### config.mk
export PLATFORM = sky130hd
export DESIGN_NAME = tm_engine_dram
export DESIGN_NICKNAME = d
export VERILOG_FILES = /design/src/rtl/tm_engine_dram.sv
export SDC_FILE = /design/constraint.sdc
export NUM_CORES = 1
export LEC_CHECK = 0
export BUFFER_PORTS_ARGS = -buffer_cell sky130_fd_sc_hd__buf_2
export CAP_MARGIN = 20
export CORE_MARGIN = 5
export CORE_UTILIZATION = 45
export DETAILED_ROUTE_END_ITERATION = 12
export GPL_TIMING_DRIVEN = 1
export HOLD_SLACK_MARGIN = 0.1
export PLACE_DENSITY_LB_ADDON = 0.25
export SETUP_SLACK_MARGIN = 0.5
export SLEW_MARGIN = 20
export SYNTH_ARGS = -nofsm -noshare
export SYNTH_HDL_FRONTEND = slang
export SYNTH_SLANG_ARGS = --single-unit
### constraint.sdc
create_clock -name clk -period 9.6 [get_ports clk]
set_clock_uncertainty 0.1 [all_clocks]
set_input_delay 0.96 -clock clk [delete_from_list [all_inputs] [get_ports clk]]
set_output_delay 0.96 -clock clk [all_outputs]
set_load 0.01 [all_outputs]
### src/rtl/tm_engine_dram.sv
// tm_engine_dram: table-driven Turing-machine engine with its tape in external DRAM.
// The transition table is written at runtime through tbl_we/tbl_addr/tbl_wdata while
// the engine is idle or done. Optional feature macro: SIGMA_COUNT_EN keeps a running
// count of nonblank tape cells on sigma; without it sigma is tied to zero.
module tm_engine_dram #(
    parameter int ADDR_W  = 16,
    parameter int SYM_W   = 4,
    parameter int STATE_W = 2,
    parameter int COUNT_W = 32
) (
    input  logic                       clk,
    input  logic                       rst_n,
    input  logic                       start,
    input  logic [COUNT_W-1:0]         step_limit,
    input  logic                       tbl_we,
    input  logic [STATE_W+SYM_W-1:0]   tbl_addr,
    input  logic [SYM_W+STATE_W:0]     tbl_wdata,
    output logic                       running,
    output logic                       halted,
    output logic                       timeout,
    output logic [COUNT_W-1:0]         step_count,
    output logic [COUNT_W-1:0]         sigma,
    output logic [ADDR_W-1:0]          head_pos,
    output logic                       m_ena,
    output logic                       m_write,
    output logic [ADDR_W-1:0]          m_addr,
    output logic [SYM_W-1:0]           wr_data,
    input  logic [SYM_W-1:0]           rd_data,
    input  logic                       m_ack,
    input  logic                       m_busy,
    output logic [2:0]                 dbg_state
);
    localparam int ENTRY_W = SYM_W + 1 + STATE_W;
    localparam int TBL_N   = 2 ** (STATE_W + SYM_W);
    localparam logic [STATE_W-1:0] HALT     = '1;
    localparam logic [ADDR_W-1:0]  ADDR_ONE = 1;
    localparam logic [COUNT_W-1:0] CNT_ONE  = 1;

    typedef enum logic [2:0] {S_IDLE, S_CLR, S_RD, S_LOOK, S_WR, S_MOVE, S_DONE} state_t;
    typedef enum logic [1:0] {P_ISSUE, P_REQ, P_WAIT} phase_t;

    state_t               state, state_nxt;
    phase_t               phase;
    logic [STATE_W-1:0]   tm_state;
    logic [SYM_W-1:0]     sym;
    logic [ENTRY_W-1:0]   entry;
    logic [ADDR_W-1:0]    clr_addr;
    logic [ENTRY_W-1:0]   tbl [TBL_N];

    logic [SYM_W-1:0]     ent_sym;
    logic                 ent_dir;
    logic [STATE_W-1:0]   ent_next;
    logic                 accepting, mem_access, acc_done;
    logic                 stop_halt, stop_limit;
    logic [COUNT_W-1:0]   step_inc;

    assign ent_sym    = entry[ENTRY_W-1 -: SYM_W];
    assign ent_dir    = entry[STATE_W];
    assign ent_next   = entry[STATE_W-1:0];
    assign accepting  = (state == S_IDLE) || (state == S_DONE);
    assign mem_access = (state == S_CLR) || (state == S_RD) || (state == S_WR);
    // Memory handshake: a request is raised only when the controller is not busy, held
    // with stable address/direction/data until the ack cycle, dropped on the next cycle,
    // and the access completes once m_busy is low again; one request in flight at most.
    assign acc_done   = mem_access && (phase == P_WAIT) && !m_busy;
    assign step_inc   = (step_count == '1) ? step_count : step_count + CNT_ONE;
    assign stop_halt  = (ent_next == HALT);
    assign stop_limit = (step_limit != '0) && (step_inc == step_limit);

    // State register.
    always_ff @(posedge clk) begin
        if (!rst_n) state <= S_IDLE;
        else        state <= state_nxt;
    end

    // Next-state logic: sequence CLR sweep, then RD/LOOK/WR/MOVE per step until a stop.
    always_comb begin
        state_nxt = state;
        unique case (state)
            S_IDLE, S_DONE: if (start) state_nxt = S_CLR;
            S_CLR:          if (acc_done && clr_addr == '0) state_nxt = S_RD;
            S_RD:           if (acc_done) state_nxt = S_LOOK;
            S_LOOK:         state_nxt = S_WR;
            S_WR:           if (acc_done) state_nxt = S_MOVE;
            S_MOVE:         state_nxt = (stop_halt || stop_limit) ? S_DONE : S_RD;
            default:        state_nxt = S_IDLE;
        endcase
    end

    // FSM outputs derived from the current state.
    always_comb begin
        running   = !accepting;
        dbg_state = state;
    end

    // DRAM port: issue, hold until ack, then wait for the controller to go idle.
    always_ff @(posedge clk) begin
        if (!rst_n) begin
            phase   <= P_ISSUE;
            m_ena   <= 1'b0;
            m_write <= 1'b0;
            m_addr  <= '0;
            wr_data <= '0;
        end else begin
            unique case (phase)
                P_ISSUE: if (mem_access && !m_busy) begin
                    m_ena   <= 1'b1;
                    m_write <= (state != S_RD);
                    m_addr  <= (state == S_CLR) ? clr_addr : head_pos;
                    wr_data <= (state == S_WR) ? ent_sym : '0;
                    phase   <= P_REQ;
                end
                P_REQ: if (m_ack) begin
                    m_ena <= 1'b0;
                    phase <= P_WAIT;
                end
                P_WAIT: if (!m_busy) phase <= P_ISSUE;
                default: phase <= P_ISSUE;
            endcase
        end
    end

    // Machine datapath: clear sweep address, symbol latch, step counter, head and flags.
    always_ff @(posedge clk) begin
        if (!rst_n) begin
            halted     <= 1'b0;
            timeout    <= 1'b0;
            step_count <= '0;
            head_pos   <= '0;
            tm_state   <= '0;
            sym        <= '0;
            clr_addr   <= '0;
        end else begin
            unique case (state)
                S_IDLE, S_DONE: if (start) begin
                    halted     <= 1'b0;
                    timeout    <= 1'b0;
                    step_count <= '0;
                    clr_addr   <= '1;
                end
                S_CLR: if (acc_done) begin
                    if (clr_addr == '0) begin
                        head_pos   <= '0;
                        tm_state   <= '0;
                        step_count <= '0;
                    end else begin
                        clr_addr <= clr_addr - ADDR_ONE;
                    end
                end
                S_RD: if (acc_done) sym <= rd_data;
                S_MOVE: begin
                    step_count <= step_inc;
                    tm_state   <= ent_next;
                    if (stop_halt)       halted   <= 1'b1;
                    else if (stop_limit) timeout  <= 1'b1;
                    else if (ent_dir)    head_pos <= head_pos + ADDR_ONE;
                    else                 head_pos <= head_pos - ADDR_ONE;
                end
                default: ;
            endcase
        end
    end

    // Transition table RAM: writable only while stopped, registered read in LOOK.
    always_ff @(posedge clk) begin
        if (tbl_we && accepting) tbl[tbl_addr] <= tbl_wdata;
        if (state == S_LOOK)     entry <= tbl[{tm_state, sym}];
    end

`ifdef SIGMA_COUNT_EN
    // Nonblank-cell count, adjusted when a step turns a blank into a mark or back.
    always_ff @(posedge clk) begin
        if (!rst_n) begin
            sigma <= '0;
        end else if (accepting && start) begin
            sigma <= '0;
        end else if (state == S_MOVE) begin
            if (sym == '0 && ent_sym != '0)      sigma <= sigma + CNT_ONE;
            else if (sym != '0 && ent_sym == '0) sigma <= sigma - CNT_ONE;
        end
    end
`else
    assign sigma = '0;
`endif

endmodule

==> results of run 1 <==
cell families after synthesis:
kind of cell / share of synthesized area (%)
compound gates: 5.682
xor+xnor: 2.533
fa+ha+maj: 0.9512
buf+inv: 2.693
flops: 64.64
mux: 14.06
other cells: 0.01549
simple gates: 9.425
worst min-delay path by stage:
stage	end	from	depth (start not counted)
after floorplan	halted	halted	2
after global placement	halted	halted	2
after detailed placement	halted	halted	2
after CTS	halted	halted	2
after global routing	halted	halted	2
final	halted	halted	2
final cells by class:
class	instances	share of cell area, %
clock buffer	76	5.632
clock inverter	30	1.410
inverter	15	0.2061
multi-input combinational	956	29.41
sequential	554	57.29
tap	696	3.187
timing repair buffer	146	2.866
registers in the layout, indices dropped and copies added (netlist names):
name and count:
wr_data 4, tbl 448, clr_addr 16, halted 1, entry 7, timeout 1
dbg_state 3, m_ena 1, m_write 1, step_count 32, phase 2, sym 4
tm_state 2, m_addr 16, head_pos 16
routing by layer:
layer	vias to the layer above	wire length, um
li1	6511	-
met1	7383	25830
met2	519	29870
met3	76	4208
met4	0	1126
met5	-	0
stage by stage:
step	hold WS, ns	instances	setup WS [ns]	power, mW
after floorplan	0.3673	1649	5.809	2.864
after global placement	0.3507	2366	4.975	2.973
after detailed placement	0.3464	2366	4.980	2.981
after CTS	0.3555	2472	4.951	5.249
after global routing	0.3827	2473	4.728	5.384
final	0.3510	2473	4.899	5.207
cells in the mapped netlist (3+ instances only):
master     number
buf_4          33
nor3_1         24
xnor2_1        57
nand3b_1       11
edfxtp_1      455
nand2_1       111
nor3b_1         3
clkbuf_1       67
ha_1           16
mux4_2        147
or4_1           6
a211oi_1        7
or2_2           3
or3_1          13
a31oi_1        16
a21o_1          3
a22oi_1         4
a311oi_1       21
and2_1          7
a2111oi_0       3
o21a_1          5
inv_1          15
dfxtp_1        99
a21oi_1        74
nor2b_1         8
mux2i_1         8
o21bai_1        3
a211o_1         3
o21ai_0        54
nand4_1        26
buf_1          19
xor2_1         13
buf_2           4
and4_1          6
nand2b_1        7
nand3_1        29
nor4_1         22
and3_1         10
nor2_1        161
nor4_2          4
o2111ai_1       3
tightest hold or removal path: cells and delay by family (launching register included):
family                 cells  cell delay [ns]
flip-flops                 1             0.31
buffers and inverters      1             0.05
AO/OA/AOI/OAI              1             0.05
power by group through the flow:
stage | clock [mW] | sequential, mW | combinational [mW]
2_1_floorplan | 0 | 2.70 | 0.159
3_3_place_gp | 0 | 2.71 | 0.266
3_5_place_dp | 0 | 2.71 | 0.272
4_1_cts | 2.32 | 2.66 | 0.273
5_1_grt | 2.42 | 2.66 | 0.300
6_report | 2.28 | 2.66 | 0.274
==> results.txt, run 1 <==
For the pin with the worst max-slew slack, the measured transition is 1.012 ns. In this run the standard cell core region covers 53600 um2. The max-slew violation count was 0; the clock network fraction of total power was 43.7%. By area the synthesized netlist is led by edfxtp_1 56%, mux4_2 14%, dfxtp_1 8.2%. Dividing the final minimum period by the clock period gives 48.97%.

Synthesis instantiated 72 different standard cells from the library. The tools report the number of endpoints failing setup at the final stage as 0. Most common library cell in the layout ignoring fill and taps: edfxtp_1. Derived from the worst setup path, the maximum achievable clock frequency is 0.2127 GHz. Setup repair after global routing left no endpoint under its margin.

The first global-routing pass estimated 91880 um of wire. In the global route stage, met3 resource usage came out at 4.270%. Once detail routing completed, the nets flagged for antenna violations numbered 0. The boundary pin count is 163.

Summing the sequential cell areas from Yosys gives 64.64% of the chip area. For the iteration count of the initial detailed-routing pass, the log shows 5. On the worst path, the slowest cell contributes a delay of 0.73 ns. The number of synthesized flops with an enable pin came out at 455.

Worst hold-check path type: flop to flop. Dividing the synthesized area by the synthesized cell count gives 14.96 um2. The repair_antennas step left the layout with diodes totalling 0. Across the VDD grid, the largest voltage drop is 0.2014 mV. For this run, global-route usage on met2 was measured as 33.29%.

The startpoint identified for the worst register-to-register timing path is step_count[0]. The number of buffers and inverters on the critical path was 1. The initial utilization of the core area, before any placement, comes to 45.15%. For the total clock buffers created by CTS, the log shows 57. The maximum level of the CTS H-tree came out at 2.

The top cell type's share of synthesized area is 56.45%, and the sequential cell area in the final layout is 15650 um2. In the final timing run, aggregate negative setup slack is 0 ns. STA puts the critical path data required time at 9.99 ns.

Across all register-to-register paths, the minimum setup slack is 4.90 ns. The power per standard cell area works out to 190.5 nW/um2. The signal on the critical path passes through ha_1 -> inv_1 -> or3_1 -> or4_4 -> o2111ai_2 -> nand3_2 -> a2111oi_0 -> and4_1 -> a21boi_2 -> and4_1 -> o31a_1.

The area after detailed placement was 25380 um2; the sequential cell fraction of total power was 51.0%. For this run, global-route usage on met1 was measured as 28.76%. Data arrives at the worst endpoint at 5.09 ns. The estimated wirelength of the detail-placed design was 39340 um; the number of fillers in the final layout was 4513. Measured along the x axis, the die boundary spans 241.9 um. Row generation in the floorplan step produced 85 rows. For this block, the via count after detailed routing is 14490.

The proportion of power drawn by combinational gates is 5.3%, and the number of nets in the layout is 1802. After detailed routing, the total wire length is 61040 um. The tools report the worst relative slew slack as 30.78%. In this run the most used layer during global routing was met2. After synthesis, the share of flip-flops with an asynchronous set or reset is 0%. The largest individual stage delay along the critical path comes from the cell a2111oi_0. The worst setup path is launched from a flop. In this run the cell area of the synthesized design comes to 24200 um2. The multi-input combinational cells in the finished layout cover a total of 8036 um2. The switching share of total power came out at 22.13%. The smallest clock period supported by the final layout is computed as 4.701 ns. For the initial antenna violation count, the log shows 0.

Gates resized during post-CTS repair numbered 0. Along the worst path, the maximum fanout reaches 17. The hold buffer count at cts is 0. Measured on the finished design, the core utilization comes to 50.98%.

Kind of cell with the highest combined delay on the critical path: simple AND/OR/NAND/NOR gates. The worst setup path is captured at a flop. Clock-pin slew was measured on the worst setup and hold paths at 0.07 ns. The largest area contributor in the synthesized netlist is edfxtp_1. The via count of the first global-routing pass is 14290.

The critical path ends at head_pos[15]. The run finished with clean final reports. The ratio of cells with drive above 1 in the final layout was 22.57%; the via density per instance was 5.859.

Detail-routed net length per standard cell: 24.68 um. The top cell types in the final layout, fill and taps aside, are 455 x edfxtp_1, 161 x nor2_1, 147 x mux4_2, 125 x buf_2, 111 x nand2_1. The final-report hold violation count is 0.

For the routability congestion estimate from global placement, the log shows 0.9052. At the later pin of the worst-skew pair, clock insertion delay measures 0.64 ns. The longest clock path from root to sink contains 3 buffers. After global routing the overflow that remains totals 0. Among all flip-flop cells after synthesis, the most frequent one is edfxtp_1. Global routing used 20.38% of the available tracks across all layers. TritonCTS built the clock tree.

The TritonCTS sink count was 554; the post-route DRC violation count was 0. The tool flagged a number of max-cap violations equal to 0. The layout overhead on the synthesized area is 12.90%, and the area enclosed by the die boundary is 58520 um2. The total number of cells along the worst setup path came out at 11.

The finished cells cover 27330 um2. The tools report the start point of the critical path as step_count[0]. During placement, the flow inserted port buffers numbering 130. The internal power contribution was 4.054 mW; the cell count after synthesis was 1618. For the worst flop-to-flop path, the logic depth is 11. In this run the post-CTS setup repair buffer count came out at 0. The detailed router finished its first iteration with 1362 violations. Entering global routing, the biggest net connects 65 pins.

The tools report the reg-to-reg critical path endpoint as head_pos[15]. The floorplan die height came out at 241.9 um. Counting flops and latches in the post-synthesis netlist gives 554. In this run the power spent charging and discharging nets is 1.152 mW. For the synthesis warning total, the log shows 0. The analysis attributes to cell leakage a power of 8.620 nW. The dominant cell type by count on the critical path was and4_1.

The worst setup path is of the flop to flop kind. The cell sitting at the root of the clock tree is a clkbuf_16.
Note: power is estimated with default switching activity, not from simulation.
==> inputs of run 2 (changes only) <==
==> constraint.sdc (replaced) <==
create_clock -name clk -period 4.7 [get_ports clk]
set_clock_uncertainty 0.1 [all_clocks]
set_input_delay 0.47 -clock clk [delete_from_list [all_inputs] [get_ports clk]]
set_output_delay 0.47 -clock clk [all_outputs]
set_load 0.01 [all_outputs]
==> run 2 against run 1 <==
  * First-iteration DRC count fell by 11%
  * Combinational power rose by 110%
  * Largest cell class unchanged
  * Total power is 100% higher
  * Hold slack worse by 0.18 ns
  * Critical path depth did not move
  * Global-route usage shrank 0.071 points
  * Count of clock-buffer cells in the layout up 3
  * Clock power is 97% higher
  * Wire length up 0.27%
==> results.txt, run 2 (same netlist as run 1, synthesis figures left out) <==
The flow ran to the end, and the final reports show no timing, DRC or antenna violations. The root buffer cell chosen for the clock tree is clkbuf_16. The tools report the sequential cell fraction of total power as 51.8%. The analysis attributes to cell leakage a power of 8.787 nW.

The TritonCTS sink count is 554, and the total clock buffers created by CTS is 57. For this run, design rule violations remaining after detail routing come to 0. Compared with the post-synthesis result, the final layout area differs by 14.13%. The die covers 58520 um2.

The tools report the count of non-filler cells in the finished layout as 2500. The tools report the switching power as 2.328 mW. In this run the tightest slew margin relative to its limit is 39.83%.

The number of flip-flops under the largest register name works out to 448. Of the available clock period, the critical path in the final layout requires 85.89%. The internal power contribution is 8.158 mW, and the switching share of total power is 22.20%. The proportion of power drawn by combinational gates was 5.4%. The path class of the tightest hold or removal check is primary input to flop. In the final layout, the share of cells above drive strength 1 is 24.22%. Number of diodes: 0. At the later pin of the worst-skew pair, clock insertion delay measures 0.63 ns. From left edge to right edge, the die measures 241.9 um. Type of the setup path with the least slack: flop to flop. Setup repair after global routing left no endpoint under its margin. For the total routing resource utilization after global routing, the log shows 20.31%. For the summed negative setup slack over all endpoints, the log shows 0 ns. For the worst setup path, the data arrival time is 4.44 ns.

The detail-routed net length per standard cell is 24.48 um. Data required time of the critical path: 5.10 ns. The clock network accounts for 42.9% of the total power. Of all nets on the critical path, the largest fanout is 17. The tools report the instance count after placement with tap cells included as 2383.

After the last flow step, the layout net total stands at 1827. For this block, the initial DRC count from the detailed router was 1215. The most common library cell in the layout ignoring fill and taps is edfxtp_1. The tools report the setup slack of the worst register-to-register path as 0.66 ns. The transition time at the pin with the least slew margin came out at 0.8798 ns.

The power per standard cell area is 379.6 nW/um2, and the max-slew violation count is 0. The count of buffers inserted at the top-level ports works out to 130. For the post-layout utilization of the core, the log shows 51.53%. The first global-routing pass estimated 91590 um of wire. The logs give 0 for the total congestion overflow after global routing and 39740 um for the estimated wirelength of the detail-placed design. In the final layout, the registers with the most flip-flops are tbl x448, step_count x32. The number of max-capacitance violations reported is 0, and the floorplan die height is 241.9 um. The clock edge transition at the registers on the reported setup and hold paths is 0.06 ns, and the effective utilization at floorplan is 45.15%.

Before CTS, the worst setup slack after placement is 0.2587 ns. Capturing element type of the critical path: a flop. The H-tree was split into 2 levels.

For the final-report hold violation count, the log shows 0. The worst path setup slack after routing is 0.6633 ns. The wire length reported by the detailed router came out at 61200 um. The run gives 0 as the initial antenna violation count. Routability-driven placement finished with a final weighted congestion of 0.8905.

Setup violations remaining at the end of the flow were counted as 0. The placeable core area was 53600 um2. The via density per instance was 5.824.

Across all layers, the routed design uses 14560 vias. The maximum clock frequency was 0.2477 GHz; the post-route antenna net violation count was 0. The clock passes through at most 3 buffers.

The run gives 0.4372 mV as the maximum ir drop on the vdd rail. Before antenna repair, the detailed router went through 5 iterations. TritonCTS built the clock tree. STA classifies the critical path startpoint as a flop. The minimum clock period after layout is 4.037 ns.

Via count of the first global-routing pass: 14440. Ranked by flip-flop count, first place goes to tbl. Entering global routing, the biggest net connects 103 pins. The number of core rows came out at 85. 163 I/O pins were placed. The library cells used most frequently in the layout, excluding fill and tap cells, are 455 x edfxtp_1, 161 x nor2_1, 147 x mux4_2, 126 x buf_2, 111 x nand2_1.
run 2: area by class of cell:
type	count	area, um2
timing repair buffer	171	1033
fill	4466	25980
multi-input combinational	956	8107
clock inverter	29	314.1
clock buffer	79	1570
inverter	15	56.30
sequential	554	15670
tap	696	870.8
run 2: final timing paths:
check | cells after the start | startpoint | endpoint
max | 11 | step_count[9] | head_pos[15]
min | 4 | start | dbg_state[1]
max reg2reg | 11 | step_count[9] | head_pos[15]
min reg2reg | 2 | m_write | m_write
run 2: worst max-delay path, stage by stage, from the launching register on:
cell	delay (ns)
dfxtp_2	0.42
nand4_4	0.24
or4_4	0.63
or4_4	0.58
o2111ai_4	0.29
nand3_2	0.10
a2111oi_1	0.41
buf_4	0.19
and4_1	0.32
a21boi_4	0.17
and4_1	0.22
o31a_1	0.27
run 2: what timing repair did:
action | CTS | global route
endpoints found under the hold margin | 6 | 0
setup endpoints to repair | 16 | 16
resized for setup | 5 | 18
hold buffers | 6 | 0
pin swaps | 1 | 4
buffers inserted | 0 | 3
run 2: per-layer routing:
layer	track usage, %	up-vias	part of all wire, %
li1	-	6565	-
met1	27.77	7447	42
met2	34.57	463	51
met3	3.299	86	5.8
met4	4.834	0	2.0
met5	0	-	0
run 2: per-stage QoR:
| step | hold WS [ns] | cell area, um2 | total power, mW |
|---|---|---|---|
| 6_report | 0.1745 | 27620 | 10.49 |
| 4_1_cts | 0.1343 | 27530 | 10.59 |
| 3_3_place_gp | 0.3546 | 25560 | 6.074 |
| 5_1_grt | 0.1692 | 27620 | 10.86 |
| 2_1_floorplan | 0.3673 | 24320 | 5.849 |
| 3_5_place_dp | 0.3550 | 25560 | 6.090 |
run 2: power groups by stage:
stage	logic (mW)	clock network, mW	registers, mW
final	0.562	4.50	5.43
after global routing	0.615	4.81	5.43
after CTS	0.564	4.59	5.43
after detailed placement	0.557	0	5.53
after global placement	0.545	0	5.53
after floorplan	0.325	0	5.52
